===== config.mk =====
export PLATFORM = sky130hd
export DESIGN_NAME = sram_arbiter
export DESIGN_NICKNAME = d
export VERILOG_FILES = /design/src/rtl/pixel_pkg.sv /design/src/rtl/flex_counter.sv /design/src/rtl/sram_arbiter.sv
export SDC_FILE = /design/constraint.sdc
export NUM_CORES = 1
export LEC_CHECK = 0
export ABC_AREA = 1
export ABC_CLOCK_PERIOD_IN_PS = 1800
export CAP_MARGIN = 10
export CORE_UTILIZATION = 40
export DETAILED_ROUTE_END_ITERATION = 6
export PLACE_DENSITY = 0.81
export SYNTH_ARGS = -nofsm -noshare
export SYNTH_HDL_FRONTEND = slang
export SYNTH_SLANG_ARGS = --single-unit

===== constraint.sdc =====
create_clock -name clk -period 1.8 [get_ports clk]
set_input_delay 0.36 -clock clk [delete_from_list [all_inputs] [get_ports clk]]
set_output_delay 0.36 -clock clk [all_outputs]
set_load 0.05 [all_outputs]

===== src/rtl/pixel_pkg.sv =====
// pixel_pkg: shared state encoding and timing defaults for the SRAM arbiter.
package pixel_pkg;
  typedef enum logic [1:0] {IDLE, ACCESS, COMPLETE} arb_state_t;
  localparam int DEFAULT_WAIT_CYCLES = 9;
endpackage


===== src/rtl/flex_counter.sv =====
// flex_counter: clearable up-counter wrapping from rollover_val to 0, flagging the final count.
module flex_counter #(
  parameter int NUM_CNT_BITS = 4
) (
  input  logic                    clk,
  input  logic                    rst,
  input  logic                    clear,
  input  logic                    count_enable,
  input  logic [NUM_CNT_BITS-1:0] rollover_val,
  output logic                    rollover_flag
);
  logic [NUM_CNT_BITS-1:0] r_count;
  assign rollover_flag = r_count == rollover_val;
  always_ff @(posedge clk) begin
    if (rst || clear) r_count <= '0;
    else if (count_enable) r_count <= rollover_flag ? '0 : r_count + 1'b1;
  end
endmodule


===== src/rtl/sram_arbiter.sv =====
// sram_arbiter: round-robin arbiter sharing one SRAM between a reader and a writer port.
module sram_arbiter
  import pixel_pkg::*;
#(
  parameter int W_ADDR_SIZE_BITS = 16,
  parameter int W_DATA_BITS      = 24,
  parameter int WAIT_CYCLES      = DEFAULT_WAIT_CYCLES
) (
  input  logic                        clk,
  input  logic                        rst,
  input  logic [1:0]                  req,
  input  logic [1:0]                  we,
  input  logic [W_ADDR_SIZE_BITS-1:0] addr0,
  input  logic [W_ADDR_SIZE_BITS-1:0] addr1,
  input  logic [W_DATA_BITS-1:0]      wdata0,
  input  logic [W_DATA_BITS-1:0]      wdata1,
  output logic [1:0]                  gnt,
  output logic [1:0]                  done,
  output logic [W_DATA_BITS-1:0]      rdata,
  output logic                        busy,
  output logic [W_ADDR_SIZE_BITS-1:0] address,
  output logic [W_DATA_BITS-1:0]      w_data,
  input  logic [W_DATA_BITS-1:0]      r_data,
  output logic                        read_enable,
  output logic                        write_enable
);
  localparam int CW = (WAIT_CYCLES < 1) ? 1 : $clog2(WAIT_CYCLES + 1);
  arb_state_t r_state, w_next;
  logic [1:0] r_gnt;
  logic r_last, r_wr, w_win, w_roll;
  logic [W_ADDR_SIZE_BITS-1:0] r_addr;
  logic [W_DATA_BITS-1:0] r_wdata, r_rdata;
  // r_last names the previous winner; with both requesting, the other side wins
  assign w_win = (req == 2'b11) ? ~r_last : req[1];
  assign gnt = r_gnt;
  assign rdata = r_rdata;
  assign address = r_addr;
  assign w_data = r_wdata;
  flex_counter #(.NUM_CNT_BITS(CW)) u_wait (
    .clk(clk),
    .rst(rst),
    .clear(r_state == IDLE),
    .count_enable(r_state == ACCESS),
    .rollover_val(CW'(WAIT_CYCLES)),
    .rollover_flag(w_roll)
  );
  always_ff @(posedge clk) begin
    if (rst) r_state <= IDLE;
    else r_state <= w_next;
  end
  always_comb begin
    w_next = r_state;
    done = 2'b00;
    busy = r_state != IDLE;
    read_enable = 1'b0;
    write_enable = 1'b0;
    w_next = (r_state == IDLE) ? (|req ? ACCESS : IDLE) : (r_state == ACCESS) ? (w_roll ? COMPLETE : ACCESS) : IDLE;
    done = (r_state == COMPLETE) ? r_gnt : 2'b00;
    read_enable = (r_state == ACCESS) && !r_wr;
    write_enable = (r_state == ACCESS) && r_wr;
  end
  always_ff @(posedge clk) begin
    if (rst) begin
      r_gnt <= '0;
      r_last <= 1'b1;
      r_wr <= 1'b0;
      r_addr <= '0;
      r_wdata <= '0;
      r_rdata <= '0;
    end else begin
      if (r_state == IDLE && |req) begin
        r_gnt <= w_win ? 2'b10 : 2'b01;
        r_last <= w_win;
        r_wr <= we[w_win];
        r_addr <= w_win ? addr1 : addr0;
        if (we[w_win]) r_wdata <= w_win ? wdata1 : wdata0;
      end
      if (r_state == ACCESS && w_roll && !r_wr) r_rdata <= r_data;
      if (r_state == COMPLETE) r_gnt <= '0;
    end
  end
endmodule

==> impl_metrics.xml <==
<?xml version="1.0" encoding="UTF-8"?>
<metrics>
  <group name="timing">
    <metric name="fin_worst_skew" unit="ns">0.00915</metric>
    <metric name="rsz0062_at_grt" unit="">false</metric>
    <metric name="final_period_demand_of_the_worst_path" unit="ns">1.70</metric>
    <metric name="hold_viol" unit="">0</metric>
    <metric name="relSlewSlack" unit="%">74.5</metric>
    <metric name="fin_crit_sh" unit="%">94.4</metric>
    <metric name="finalSetupViolations" unit="">0</metric>
    <metric name="worst-slew-pin-transition" unit="ns">0.382</metric>
    <metric name="max_clock_freq" unit="MHz">589</metric>
    <metric name="timing.final.ws_setup" unit="ns">0.101</metric>
    <metric name="report.final.slew_viol_count" unit="">0</metric>
    <metric name="sum_of_negative_setup_slack" unit="ns">0</metric>
  </group>
  <group name="clock_tree">
    <metric name="cts_resized" unit="">0</metric>
    <metric name="cts_hold_repair.buffers" unit="">0</metric>
    <metric name="tritoncts" unit="">done</metric>
    <metric name="postCtsSetupBuffers" unit="">0</metric>
    <metric name="clkLatencyLatePin" unit="ns">0.34</metric>
    <metric name="cts.path.max_buffers" unit="">2</metric>
    <metric name="clk_pin_slew" unit="ns">0.08</metric>
    <metric name="numCtsBuffers" unit="">9</metric>
    <metric name="clock_tree.htree_level_count" unit="">3</metric>
    <metric name="cts_num_sinks" unit="">74</metric>
    <metric name="clk_root_buffer_cell" unit="">sky130_fd_sc_hd__clkbuf_8</metric>
  </group>
  <group name="placement">
    <metric name="postPlaceCellArea" unit="µm²">5280</metric>
    <metric name="pre_cts_setup_slack" unit="ns">-0.0254</metric>
    <metric name="globalplace.congestion" unit="">0.829</metric>
    <metric name="place.detailed.hpwl" unit="mm">7.87</metric>
    <metric name="place.port_buffers" unit="">180</metric>
  </group>
  <group name="logic_synthesis">
    <metric name="synth.avg_cell_area" unit="µm²">6.15</metric>
    <metric name="synth.top_cells.by_area" unit="">sky130_fd_sc_hd__dfxtp_1 (42%), sky130_fd_sc_hd__nand2_1 (24%), sky130_fd_sc_hd__nor2_1 (11%)</metric>
    <metric name="postSynthCellCount" unit="">576</metric>
    <metric name="synth_fa_ha_area_share" unit="%">0</metric>
    <metric name="yosysWarnings" unit="">0</metric>
    <metric name="yosysSeqAreaShare" unit="%">41.8</metric>
    <metric name="synth_top_family_by_area" unit="">simple AND/OR/NAND/NOR gates</metric>
    <metric name="muxShareOfSynthArea" unit="%">0</metric>
    <metric name="synth.cell_area" unit="µm²">3540</metric>
    <metric name="ys_seq_elements" unit="">74</metric>
    <metric name="synthXorXnorAreaFrac" unit="%">0.247</metric>
    <metric name="synthesized_netlist_net_count" unit="">686</metric>
    <metric name="post_synth_and_or_nand_nor_area_fraction" unit="%">42.9</metric>
    <metric name="netlist.top_cell.by_area" unit="">sky130_fd_sc_hd__dfxtp_1</metric>
    <metric name="netlist.area_leader.share" unit="%">41.8</metric>
    <metric name="unique_cell_type_count_in_the_yosys_netlist" unit="">20</metric>
    <metric name="compound_gate_fraction_of_synth_area" unit="%">3.71</metric>
  </group>
  <group name="setup_path">
    <metric name="timing.critical_path.from_type" unit="">flop</metric>
    <metric name="worst_r2r_startpoint" unit="">r_state[0]</metric>
    <metric name="worst-endpoint-arrival" unit="ns">1.34</metric>
    <metric name="cp.required" unit="ns">1.44</metric>
    <metric name="critical-path-slowest-cell" unit="">sky130_fd_sc_hd__dfxtp_1</metric>
    <metric name="timing_worst_setup_path_type" unit="">reg -&gt; out</metric>
    <metric name="critical_path.startpoint" unit="">r_state[1]</metric>
    <metric name="maximum_fanout_along_the_worst_path" unit="">6</metric>
    <metric name="crit_path_cell_trace" unit="">inv_1 &gt; nand2_2 &gt; inv_2 &gt; nand2_1 &gt; inv_1 &gt; buf_12</metric>
    <metric name="kind_of_end_point_of_the_critical_path" unit="">output port</metric>
    <metric name="rrSetupSlack" unit="ns">0.44</metric>
    <metric name="crit_top_cell" unit="">sky130_fd_sc_hd__inv_1</metric>
    <metric name="crit_path_largest_cell_delay" unit="ns">0.38</metric>
  </group>
  <group name="run">
    <metric name="maxCapViolCount" unit="">0</metric>
  </group>
  <group name="final_layout">
    <metric name="most_common_library_cell_in_the_layout_ignoring_fill_and_taps" unit="">sky130_fd_sc_hd__nand2_1</metric>
    <metric name="area_delta_synth_final" unit="%">55.1</metric>
    <metric name="finalInstanceArea" unit="µm²">5490</metric>
    <metric name="post_route_cells_drive_above_1_share" unit="%">14.7</metric>
    <metric name="diodes" unit="">0</metric>
    <metric name="finalNetCount" unit="">858</metric>
    <metric name="finish.utilization" unit="%">65.5</metric>
    <metric name="final_cell_mix" unit="">sky130_fd_sc_hd__nand2_1 (222), sky130_fd_sc_hd__clkdlybuf4s50_1 (108), sky130_fd_sc_hd__nor2_1 (104), sky130_fd_sc_hd__buf_4 (81), sky130_fd_sc_hd__dfxtp_1 (74)</metric>
  </group>
  <group name="floorplan">
    <metric name="std_cell_rows" unit="">33</metric>
    <metric name="floorplan.initialDensity" unit="%">42.2</metric>
    <metric name="ioPinCount" unit="">181</metric>
    <metric name="fp.dieArea" unit="µm²">9230</metric>
    <metric name="die_width" unit="µm">96.1</metric>
    <metric name="floorplan.die.height" unit="µm">96.1</metric>
    <metric name="fp.coreArea" unit="µm²">8380</metric>
  </group>
  <group name="pwr">
    <metric name="fraction_of_power_spent_switching_nets" unit="%">32.1</metric>
    <metric name="power_per_cell_area" unit="nW/µm²">790</metric>
    <metric name="p_sw" unit="µW">1390</metric>
    <metric name="comb_power_share" unit="%">28.1</metric>
    <metric name="cellInternalPower" unit="µW">2940</metric>
    <metric name="total_power" unit="µW">4340</metric>
    <metric name="cellLeakagePower" unit="µW">0.00274</metric>
    <metric name="ir_drop" unit="µV">394</metric>
    <metric name="power.share.clock" unit="%">30.8</metric>
    <metric name="seqPwrFrac" unit="%">41.1</metric>
  </group>
  <group name="global_routing">
    <metric name="number_of_antenna_violations_at_the_first_check_in_global_routing" unit="">0</metric>
    <metric name="grt.total_usage" unit="%">22.7</metric>
    <metric name="grt_overflow" unit="">0</metric>
    <metric name="largest_net_degree_at_the_start_of_global_routing" unit="">50</metric>
    <metric name="via_count_of_the_first_global_routing_pass" unit="">3762</metric>
    <metric name="grt_first_pass_wirelength" unit="mm">16.3</metric>
  </group>
  <group name="worst_hold_path">
    <metric name="holdCritStartpoint" unit="">address[14]</metric>
    <metric name="timing.hold.worst.class" unit="">reg -&gt; reg</metric>
  </group>
  <group name="routing">
    <metric name="avgRoutedWirePerCell" unit="µm">12.2</metric>
    <metric name="num_vias" unit="">3994</metric>
    <metric name="remaining_design_rule_violation_count" unit="">0</metric>
    <metric name="ant_nets" unit="">0</metric>
    <metric name="drt_first_pass_iters" unit="">4</metric>
    <metric name="drt_initial_violations" unit="">130</metric>
    <metric name="routed_wl" unit="mm">10.5</metric>
    <metric name="via_per_inst" unit="">4.66</metric>
  </group>
  <group name="outcome">
    <metric name="run_status" unit="">finished, final reports clean</metric>
  </group>
</metrics>
==> layer usage <==
| layer | track usage, % | part of all wire, % | vias to the layer above |
|---|---|---|---|
| met5 | 0 | 0 | - |
| met1 | 23.6 | 39 | 1760 |
| met4 | 12.2 | 3.1 | 0 |
| li1 | - | - | 2068 |
| met3 | 4.90 | 6.9 | 24 |
| met2 | 42.4 | 51 | 142 |
==> flip-flops by register name, summed over array words and instances, names as in the netlist <==
| name | cells |
|---|---|
| r_state | 2 |
| w_data | 24 |
| rdata | 24 |
| r_last | 1 |
| r_wr | 1 |
| u_wait.r_count | 4 |
| address | 16 |
| gnt | 2 |
==> per-stage QoR <==
step	hold slack, ns	std cells
final	0.468	858
after global routing	0.487	858
after CTS	0.467	858
after detailed placement	0.456	842
after global placement	0.454	842
after floorplan	0.445	576
==> cell families after synthesis <==
group | Yosys count
DFF | 74
AOI/OAI and AO/OA | 24
buffers and inverters | 94
xor gates and xnor gates | 1
and+or+nand+nor | 383
==> synthesized netlist by cell type <==
cell type                    n
sky130_fd_sc_hd__dfxtp_1    74
sky130_fd_sc_hd__buf_2      11
sky130_fd_sc_hd__inv_1      58
sky130_fd_sc_hd__buf_6       4
sky130_fd_sc_hd__nand2_1   222
sky130_fd_sc_hd__buf_4       1
sky130_fd_sc_hd__xnor2_1     1
sky130_fd_sc_hd__nand4_1     2
sky130_fd_sc_hd__nor2_2      2
sky130_fd_sc_hd__nor2_1    104
sky130_fd_sc_hd__o21ai_0     1
sky130_fd_sc_hd__clkinv_1    1
sky130_fd_sc_hd__nor3_1      3
sky130_fd_sc_hd__inv_2       2
sky130_fd_sc_hd__nand2_2     4
sky130_fd_sc_hd__clkbuf_1   16
sky130_fd_sc_hd__a21oi_1    22
sky130_fd_sc_hd__buf_1       1
sky130_fd_sc_hd__o21ai_4     1
sky130_fd_sc_hd__nand3_1    46
==> area by class of cell <==
cell class	count	area [µm²]
clock buffer	11	151
timing repair buffer	194	1770
clock inverter	5	61.3
tap	105	131
inverter	61	229
sequential	74	1480
fill	741	2890
multi-input combinational	408	1660
==> worst paths after layout <==
check                      to  cells after the start
setup / recovery  read_enable                      6
hold / removal    address[14]                      2
setup reg to reg    rdata[12]                      8
hold reg to reg   address[14]                      2
==> critical path: cells and delay by family, from the launching register on <==
family	cells	cell delay [ns]
DFF	1	0.38
and+or+nand+nor	2	0.25
buffers and inverters	4	0.37
==> power by group through the flow <==
stage	combinational (µW)	clock, µW	sequential (µW)
2_1_floorplan	419	0	2110
3_3_place_gp	1200	0	1820
3_5_place_dp	1220	0	1820
4_1_cts	1220	1370	1780
5_1_grt	1320	1440	1790
6_report	1220	1340	1780
Note: power is estimated with default switching activity, not from simulation.
